**src/rtl/lfsr_ctrl_pkg.sv**
```systemverilog
// Shared definitions for the LFSR word sequencer: state encoding, LFSR
// geometry, feedback taps and the seed lock-up guard.
package lfsr_ctrl_pkg;

    localparam int             LFSR_W     = 4;
    // Taps for x^4+x^3+1: feedback is s[3]^s[2].
    localparam logic [LFSR_W-1:0] TAP        = 4'b1100;
    // All-zero is the LFSR's dead state; it is swapped for this value.
    localparam logic [LFSR_W-1:0] LOCKUP_SUB = 4'b0001;

    typedef enum logic [1:0] {
        ST_IDLE  = 2'd0,
        ST_LOAD  = 2'd1,
        ST_SHIFT = 2'd2,
        ST_HOLD  = 2'd3
    } state_e;

    // One Fibonacci step: shift left, feedback into the LSB.
    function automatic logic [LFSR_W-1:0] lfsr_step(input logic [LFSR_W-1:0] s);
        return {s[LFSR_W-2:0], ^(s & TAP)};
    endfunction

    // Seed sanitiser: never let the register hold all zeros.
    function automatic logic [LFSR_W-1:0] seed_guard(input logic [LFSR_W-1:0] s);
        return (s == '0) ? LOCKUP_SUB : s;
    endfunction

endpackage

```
**src/rtl/lfsr_core.sv**
```systemverilog
// 4-bit Fibonacci LFSR register (x^4+x^3+1) with synchronous load and step
// enable. q is the current MSB; load has priority over en.
module lfsr_core
    import lfsr_ctrl_pkg::*;
#(
    parameter logic [LFSR_W-1:0] DEFAULT_SEED = 4'b0011
) (
    input  logic              clk,
    input  logic              rst,
    input  logic              load,
    input  logic              en,
    input  logic [LFSR_W-1:0] seed,
    output logic              q
);

    logic [LFSR_W-1:0] s_q, s_d;

    // Next state: load a seed, step, or hold.
    always_comb begin
        s_d = s_q;
        if (load)
            s_d = seed;
        else if (en)
            s_d = lfsr_step(s_q);
    end

    // State register, async active-low reset to the default seed.
    always_ff @(posedge clk or negedge rst) begin
        if (!rst)
            s_q <= DEFAULT_SEED;
        else
            s_q <= s_d;
    end

    assign q = s_q[LFSR_W-1];

endmodule

```
**src/rtl/lfsr_word_ctrl.sv**
```systemverilog
// LFSR word sequencer: loads seeds, shifts WORD_W serial LFSR bits into a
// parallel word (first bit ends up in the MSB) and offers it on a
// valid/ready port. The LFSR only advances while a word is being built.
// Build option LFSR_CTRL_SEED_PEND_EN: when defined, a seed written while
// busy is kept and loaded at the next IDLE ahead of any request; when
// undefined, such a seed is discarded and seed_drop pulses for one cycle.
module lfsr_word_ctrl
    import lfsr_ctrl_pkg::*;
#(
    parameter int                WORD_W       = 8,
    parameter logic [LFSR_W-1:0] DEFAULT_SEED = 4'b0011
) (
    input  logic              clk,
    input  logic              rst,
    input  logic [LFSR_W-1:0] seed_in,
    input  logic              seed_wr,
    input  logic              req_valid,
    output logic              req_ready,
    output logic [WORD_W-1:0] out_data,
    output logic              out_valid,
    input  logic              out_ready,
    output logic              busy
`ifndef LFSR_CTRL_SEED_PEND_EN
    ,
    output logic              seed_drop
`endif
);

    localparam int                CNT_W = (WORD_W > 1) ? $clog2(WORD_W) : 1;
    localparam logic [CNT_W-1:0]  LAST  = CNT_W'(WORD_W - 1);

    state_e            state_q, state_d;
    logic [CNT_W-1:0]  cnt_q, cnt_d;
    logic [WORD_W-1:0] data_q, data_d;
    logic [LFSR_W-1:0] seed_q, seed_d;
    logic              lfsr_load, lfsr_en, lfsr_q;
    logic              seed_pend;

`ifdef LFSR_CTRL_SEED_PEND_EN
    logic pend_q, pend_d;
    assign seed_pend = pend_q;
`else
    logic drop_q, drop_d;
    assign seed_pend = 1'b0;
`endif

    lfsr_core #(
        .DEFAULT_SEED(DEFAULT_SEED)
    ) u_core (
        .clk  (clk),
        .rst  (rst),
        .load (lfsr_load),
        .en   (lfsr_en),
        .seed (seed_q),
        .q    (lfsr_q)
    );

    // FSM next state, bit counter, word shifter and seed capture.
    always_comb begin
        state_d   = state_q;
        cnt_d     = cnt_q;
        data_d    = data_q;
        seed_d    = seed_q;
        lfsr_load = 1'b0;
        lfsr_en   = 1'b0;
        req_ready = 1'b0;
`ifdef LFSR_CTRL_SEED_PEND_EN
        pend_d    = pend_q;
        // Busy-time seed writes are parked; the latest one wins.
        if (seed_wr && state_q != ST_IDLE) begin
            seed_d = seed_guard(seed_in);
            pend_d = 1'b1;
        end
`else
        drop_d    = seed_wr && (state_q != ST_IDLE);
`endif
        case (state_q)
            ST_IDLE: begin
                // A seed (fresh or parked) always beats a request.
                req_ready = !seed_wr && !seed_pend;
                if (seed_wr || seed_pend) begin
                    if (seed_wr)
                        seed_d = seed_guard(seed_in);
                    state_d = ST_LOAD;
                end else if (req_valid) begin
                    cnt_d   = '0;
                    state_d = ST_SHIFT;
                end
            end
            ST_LOAD: begin
                lfsr_load = 1'b1;
                state_d   = ST_IDLE;
`ifdef LFSR_CTRL_SEED_PEND_EN
                // A write landing during LOAD stays parked for another pass.
                if (!seed_wr)
                    pend_d = 1'b0;
`endif
            end
            ST_SHIFT: begin
                data_d = {data_q[WORD_W-2:0], lfsr_q};
                cnt_d  = cnt_q + 1'b1;
                // The final bit is sampled without advancing, so the next
                // word opens on the state that closed this one
                // (seed 4'b0011 gives 8'h35 then 8'hF1).
                if (cnt_q == LAST)
                    state_d = ST_HOLD;
                else
                    lfsr_en = 1'b1;
            end
            ST_HOLD: begin
                if (out_ready)
                    state_d = ST_IDLE;
            end
            default: state_d = ST_IDLE;
        endcase
    end

    // Control and datapath registers; reset aborts any word in flight.
    always_ff @(posedge clk or negedge rst) begin
        if (!rst) begin
            state_q <= ST_IDLE;
            cnt_q   <= '0;
            data_q  <= '0;
            seed_q  <= DEFAULT_SEED;
`ifdef LFSR_CTRL_SEED_PEND_EN
            pend_q  <= 1'b0;
`else
            drop_q  <= 1'b0;
`endif
        end else begin
            state_q <= state_d;
            cnt_q   <= cnt_d;
            data_q  <= data_d;
            seed_q  <= seed_d;
`ifdef LFSR_CTRL_SEED_PEND_EN
            pend_q  <= pend_d;
`else
            drop_q  <= drop_d;
`endif
        end
    end

    assign out_data  = data_q;
    assign out_valid = (state_q == ST_HOLD);
    assign busy      = (state_q != ST_IDLE);
`ifndef LFSR_CTRL_SEED_PEND_EN
    assign seed_drop = drop_q;
`endif

endmodule

```
**config.mk**
```make
export PLATFORM = sky130hd
export DESIGN_NAME = lfsr_word_ctrl
export DESIGN_NICKNAME = d
export VERILOG_FILES = /design/src/rtl/lfsr_ctrl_pkg.sv /design/src/rtl/lfsr_core.sv /design/src/rtl/lfsr_word_ctrl.sv
export SDC_FILE = /design/constraint.sdc
export NUM_CORES = 1
export LEC_CHECK = 0
export CORE_MARGIN = 10
export CORE_UTILIZATION = 30
export DETAILED_ROUTE_END_ITERATION = 16
export PLACE_DENSITY = 0.56
export SYNTH_ARGS = -nofsm -noshare
export SYNTH_HDL_FRONTEND = slang
export SYNTH_SLANG_ARGS = --single-unit
```
**constraint.sdc**
```tcl
create_clock -name clk -period 1.87 [get_ports clk]
set_input_delay 0.187 -clock clk [delete_from_list [all_inputs] [get_ports clk]]
set_output_delay 0.187 -clock clk [all_outputs]
set_load 0.02 [all_outputs]
```
==> key figures, run 1 <==
Synthesis
  • Syn nets: 87
  • Ys async rst share: 1.00
  • Primary FF master, synth: dfrtp_1
  • Avg Cell Area, Syn: 13.5 µm²
  • Synthesized area: 1030 µm²
  • Cells after Synth: 76
  • Post-Synth Adder-Cell Area: 0.0244
  • Largest family of logic cells by synthesized area: multiplexers
  • Flops & latches, synth: 22
  • Synth Area in Simple Gates: 0.102
  • Post-synth cell types: 27
  • Yosys Warn Count: 0
  • Compound-gate portion of the synthesized area: 0.0987
  • Post-synthesis xor/xnor area fraction: 0.00853
  • Sequential share of the synthesized area: 0.541
  • Mux contribution to synthesized area: 0.196
  • EDFF count, synth: 0

Clocking
  • H-tree depth: 1
  • Setup Fix Bufs, Post-CTS: 0
  • Reg clk slew, reported paths: 0.13 ns
  • Clock latency on the worst-skew pair: 0.31 ns
  • Bufs on Longest Clock Path: 2
  • CTS root buf: clkbuf_4
  • CTS tree: built
  • Cts bufs inserted: 3
  • Num Clock Sinks: 22

GRT
  • GRT Util Overall: 0.0687
  • Global-route wire length before repair: 3440 µm
  • Vias in the first global route: 715
  • Largest net degree at the start of global routing: 23
  • GRT overflow: 0
  • Antenna violations before repair: 0

Worst setup path
  • R2r startpoint: cnt_q[0]$_DFFE_PN0P_
  • Reg-to-reg endpoint: state_q[0]$_DFFE_PN0P_
  • CP startpoint: state_q[1]$_DFFE_PN0P_
  • Critical Path RT: 1.68 ns
  • Worst Setup End Kind: primary output
  • Critical Path End: busy
  • Worst EP arrival: 1.56 ns
  • Crit path kind: register to primary output
  • CP Launch Type: register
  • Largest fanout on the critical path: 3
  • Worst R2R Path Depth: 5
  • Reg-to-reg slack, setup: 0.40 ns

Route
  • DR pass1 iterations: 3
  • Final WL: 1940 µm
  • # DRC: 0
  • Via-per-instance ratio: 4.43
  • Wire length per cell: 13.3 µm
  • DR vias: 647
  • Final ANT Viol Nets: 0
  • Initial DRC count: 20

Job
  • Max_cap viols: 0

Timing
  • Final min period: 1.75 ns
  • Setup TNS: 0 ns
  • Fin crit share: 0.937
  • Final worst-path setup slack: 0.119 ns
  • Final hold vios: 0
  • Slew @ Worst Pin: 0.372 ns
  • RSZ-0062 raised after global routing: false
  • # setup viols final: 0
  • Fmax: 571 MHz
  • Clk_skew: 0.00651 ns
  • Slew Limit Fails: 0
  • Slew headroom: 0.751

Layout
  • Area of the multi-input gates: 442 µm²
  • Ant. Diodes: 0
  • Register Area: 556 µm²
  • Final Net Count: 112
  • Area delta synth->final: 29.6%
  • Most frequent cells in the layout: dfrtp_1 (18), clkdlybuf4s50_1 (18), mux2_4 (7), mux2_2 (5)
  • Filler cells: 341
  • Finished Layout Cells: 146
  • Final Util: 0.402
  • Share of layout cells above drive strength 1: 0.270

Pwr
  • Peak VDD IR: 0.437 mV
  • PD cells: 1890 nW/µm²
  • Switching power: 0.000864 W
  • Leakage: 0.587 nW
  • Int Pwr: 0.00165 W
  • Seq pwr share: 0.357
  • PnR Total Power: 0.00252 W
  • Combinational power share: 0.499
  • Switching power share of the total: 0.343
  • Clk pwr share: 0.144

Die
  • Core footprint: 3310 µm²
  • FP Rows: 21
  • Starting Density: 0.310
  • IO Count: 21
  • Die X: 78.5 µm
  • Die Y: 78.5 µm
  • Die Area: 6160 µm²

Place
  • DP HPWL: 1430 µm
  • Pre-CTS setup slack: 0.291 ns
  • Routability cong.: 0.693
  • Inst Count DP: 142
  • PortBufs: 20

Min path
  • Hold WC Path Type: input port to asynchronous set/reset pin

Run status
  • Status: finished clean
how the worst min path moves through the flow:
stage | start | endpoint | cells past startpoint
after floorplan | rst | cnt_q[0]$_DFFE_PN0P_ | 0
after global placement | cnt_q[1]$_DFFE_PN0P_ | cnt_q[1]$_DFFE_PN0P_ | 1
after detailed placement | cnt_q[2]$_DFFE_PN0P_ | cnt_q[2]$_DFFE_PN0P_ | 1
after CTS | rst | u_core.s_q[2]$_DFFE_PN0P_ | 2
after global routing | rst | out_data[0]$_DFFE_PN0P_ | 2
final | rst | u_core.s_q[2]$_DFFE_PN0P_ | 2
state kept, by name, indices dropped and copies added (netlist names):
| signal | cells |
|---|---|
| u_core.s_q | 4 |
| out_data | 8 |
| seed_q | 4 |
| state_q | 2 |
| seed_drop | 1 |
| cnt_q | 3 |
cell type report:
type	count	area share
clock buffer	3	0.0169
clock inverter	1	0.0226
inverter	1	0.00282
multi-input combinational	50	0.332
sequential	22	0.417
tap	46	0.0432
timing repair buffer	23	0.165
per-layer routing:
layer,global-route usage,part of all wire,wire length (µm),up-vias
met5,0,0,0,-
met4,0.0484,0.021,41,0
met3,0.00797,0.013,26,2
met2,0.114,0.53,1030,5
met1,0.0804,0.43,837,321
li1,-,-,-,319
repair_timing:
item                       in CTS  in global routing
gates resized for setup         2                  0
setup endpoints to repair       2                  0
hold buffers                    0                  0
power groups by stage:
stage | registers [W] | logic (W) | clock network [W]
after global routing | 0.000939 | 0.00138 | 0.000403
final | 0.000900 | 0.00126 | 0.000362
after CTS | 0.000902 | 0.00128 | 0.000379
after global placement | 0.000904 | 0.00127 | 0
after floorplan | 0.00102 | 0.000792 | 0
after detailed placement | 0.000914 | 0.00129 | 0
synthesized netlist by cell type (2+ instances only):
master,n,area [µm²]
mux2i_1,4,40.0
buf_6,2,22.5
mux2_4,7,105
nor3_1,2,10.0
o21ai_0,3,15.0
a21oi_1,2,10.0
o211ai_1,3,22.5
and2_1,2,12.5
a22o_1,3,26.3
or3_1,3,18.8
dfrtp_1,18,450
ha_1,2,25.0
nor2_1,4,15.0
dfstp_2,4,105
mux2_2,5,56.3
metrics by stage:
step | hold slack (ns) | cell area (µm²)
2_1_floorplan | -0.109 | 1030
3_3_place_gp | 0.495 | 1280
3_5_place_dp | 0.505 | 1280
4_1_cts | 0.207 | 1330
5_1_grt | 0.209 | 1330
6_report | 0.213 | 1330
critical path: stages (launching register included):
cell,delay [ns]
dfrtp_1,0.40
or2_2,0.31
clkdlybuf4s50_1,0.55
logic make-up (layout without fill, tap and decap cells):
| kind of cell | count (synthesis) | after routing |
|---|---|---|
| AND/OR/NAND/NOR | 16 | 16 |
| buffers and inverters | 4 | 28 |
| XOR/XNOR | 1 | 1 |
| AO/OA/AOI/OAI | 15 | 15 |
| adder cells (fa/ha/maj) | 2 | 2 |
| flip-flops | 22 | 22 |
| multiplexers | 16 | 16 |
(Power assumes the default switching activity.)
==> run 2, diff against run 1 <==
--- a/config.mk
+++ b/config.mk
@@ -5,10 +5,12 @@
 export SDC_FILE = /design/constraint.sdc
 export NUM_CORES = 1
 export LEC_CHECK = 0
+export ABC_CLOCK_PERIOD_IN_PS = 1870
 export CORE_MARGIN = 10
 export CORE_UTILIZATION = 30
 export DETAILED_ROUTE_END_ITERATION = 16
 export PLACE_DENSITY = 0.56
+export SKIP_LAST_GASP = 1
 export SYNTH_ARGS = -nofsm -noshare
 export SYNTH_HDL_FRONTEND = slang
 export SYNTH_SLANG_ARGS = --single-unit
==> results of run 2 <==
The final DEF is identical to that of run 1; final timing and power are the same.
==> run 3, diff against run 2 <==
--- a/config.mk
+++ b/config.mk
@@ -8,6 +8,7 @@
 export ABC_CLOCK_PERIOD_IN_PS = 1870
 export CORE_MARGIN = 10
 export CORE_UTILIZATION = 30
+export CTS_CLUSTER_SIZE = 16
 export DETAILED_ROUTE_END_ITERATION = 16
 export PLACE_DENSITY = 0.56
 export SKIP_LAST_GASP = 1
==> constraint.sdc (replaced) <==
create_clock -name clk -period 1.87 [get_ports clk]
set_input_delay 0.187 -clock clk [delete_from_list [all_inputs] [get_ports clk]]
set_output_delay 0.187 -clock clk [all_outputs]
set_load 0.05 [all_outputs]
==> key figures, run 3 (synthesis gave the netlist of run 1 again) <==
Worst setup path
  • Worst Setup End Kind: primary output
  • Top delay family on crit path: buffers and inverters
  • Buf/Inv on CP: 1
  • CP Launch Type: register
  • Worst R2R Path Depth: 5
  • WP depth: 1
  • Slowest-stage cell, CP: clkdlybuf4s50_1
  • Critical Path RT: 1.68 ns
  • Crit path kind: register to primary output
  • CP startpoint: out_data[4]$_DFFE_PN0P_
  • Worst EP arrival: 1.54 ns
  • Cells along the critical path: clkdlybuf4s50_1
  • Max incr delay on CP: 0.82 ns
  • R2r startpoint: cnt_q[0]$_DFFE_PN0P_
  • Largest fanout on the critical path: 3
  • Reg-to-reg slack, setup: 0.40 ns

Job
  • Max_cap viols: 0

Pwr
  • Leakage: 0.589 nW
  • PD cells: 2110 nW/µm²
  • Peak VDD IR: 0.521 mV

Clocking
  • Reg clk slew, reported paths: 0.12 ns
  • CTS tree: built
  • H-tree depth: 1
  • Cts bufs inserted: 3
  • CTS root buf: clkbuf_4
  • Num Clock Sinks: 22
  • Clock latency on the worst-skew pair: 0.30 ns
  • Setup Fix Bufs, Post-CTS: 0
  • Bufs on Longest Clock Path: 2

Layout
  • Area delta synth->final: 32.4%
  • Most frequent cells in the layout: dfrtp_1 (17), clkdlybuf4s50_1 (17), mux2_4 (7), mux2_2 (5)
  • Ant. Diodes: 0
  • Final Net Count: 111
  • Share of layout cells above drive strength 1: 0.313
  • Number of flip-flops under the largest register name: 8
  • Final Util: 0.411

Route
  • Initial DRC count: 29
  • Final ANT Viol Nets: 0
  • Final WL: 2010 µm
  • Via-per-instance ratio: 4.58
  • DR pass1 iterations: 4
  • # DRC: 0
  • DR vias: 664
  • Wire length per cell: 13.9 µm

Timing
  • Setup TNS: 0 ns
  • Fin crit share: 0.921
  • Slew Limit Fails: 0
  • # setup viols final: 0
  • Clk_skew: 0.00377 ns
  • Slew @ Worst Pin: 0.516 ns
  • Final hold vios: 0
  • Slew headroom: 0.655
  • RSZ-0062 raised after global routing: false
  • Final min period: 1.72 ns
  • Fmax: 581 MHz

Place
  • PortBufs: 20
  • DP HPWL: 1560 µm
  • Routability cong.: 0.808

GRT
  • Antenna violations before repair: 0
  • Vias in the first global route: 692
  • Largest net degree at the start of global routing: 17
  • GRT overflow: 0
  • Global-route wire length before repair: 3350 µm
  • GRT Util Overall: 0.0666

Die
  • Core footprint: 3310 µm²
  • Die X: 78.5 µm
  • Die Y: 78.5 µm
  • FP Rows: 21
  • IO Count: 21
  • Starting Density: 0.310
  • Die Area: 6160 µm²

Min path
  • Hold WC Path Type: input port to asynchronous set/reset pin

Run status
  • Status: finished clean
==> run 3: changes by cell type in the layout (fill, tap and decap cells not counted) <==
cell             previous run  this run
clkdlybuf4s50_1            18        17
buf_4                       3         2
dlygate4sd2_1               2         0
dfrtp_1                    18        17
buf_12                      0         3
nor2_2                      0         1
dfrtp_2                     0         1
nor2_1                      4         3
==> run 3: final timing paths <==
check / end
setup reg to reg: state_q[0]$_DFFE_PN0P_
hold reg to reg: seed_q[0]$_DFFE_PN1P_
hold / removal: u_core.s_q[3]$_DFFE_PN0P_
setup / recovery: out_data[4]
min in group clk: seed_q[0]$_DFFE_PN1P_
max in group asynchronous: state_q[1]$_DFFE_PN0P_
==> run 3: what timing repair did <==
action                                  CTS  global route
gates resized for setup                   0             1
endpoints found under the setup margin    0             1
hold buffers                              0             0
==> run 3: where the power goes <==
| part | internal (W) | switching, W | leakage (nW) |
|---|---|---|---|
| combinational | 0.000746 | 0.000791 | 0.300 |
| clock | 0.000217 | 0.000145 | 0.0279 |
| sequential | 0.000745 | 0.000226 | 0.260 |
| total | 0.00171 | 0.00116 | 0.589 |
==> run 3: final cells by class <==
cell class | instances | area [µm²]
fill | 332 | 1950
sequential | 22 | 557
multi-input combinational | 50 | 444
timing repair buffer | 22 | 245
tap | 46 | 57.6
clock inverter | 1 | 30.0
clock buffer | 3 | 22.5
inverter | 1 | 3.75
==> run 3: metal layers <==
layer	share of wire	up-vias	routed length, µm	global-route usage
li1	-	319	-	-
met1	0.45	333	906	0.0816
met2	0.51	10	1020	0.104
met3	0.021	2	42	0.00911
met4	0.020	0	41	0.0484
met5	0	-	0	0
==> run 3: through the flow <==
step	total power, W	hold slack [ns]	std cells	instance area (µm²)	setup WS, ns
2_1_floorplan	0.00208	-0.109	76	1030	0.173
4_1_cts	0.00291	0.200	145	1360	0.00276
3_5_place_dp	0.00254	0.494	141	1310	0.305
5_1_grt	0.00304	0.211	145	1360	0.0878
6_report	0.00287	0.192	145	1360	0.148
3_3_place_gp	0.00250	0.498	141	1310	0.318
==> run 3: worst register-to-register path: cells and delay by family (launching register included) <==
kind	cells	cell delay, ns
AOI/OAI and AO/OA	2	0.27
DFF	1	0.41
and+or+nand+nor	1	0.27
adders and majority gates	2	0.44
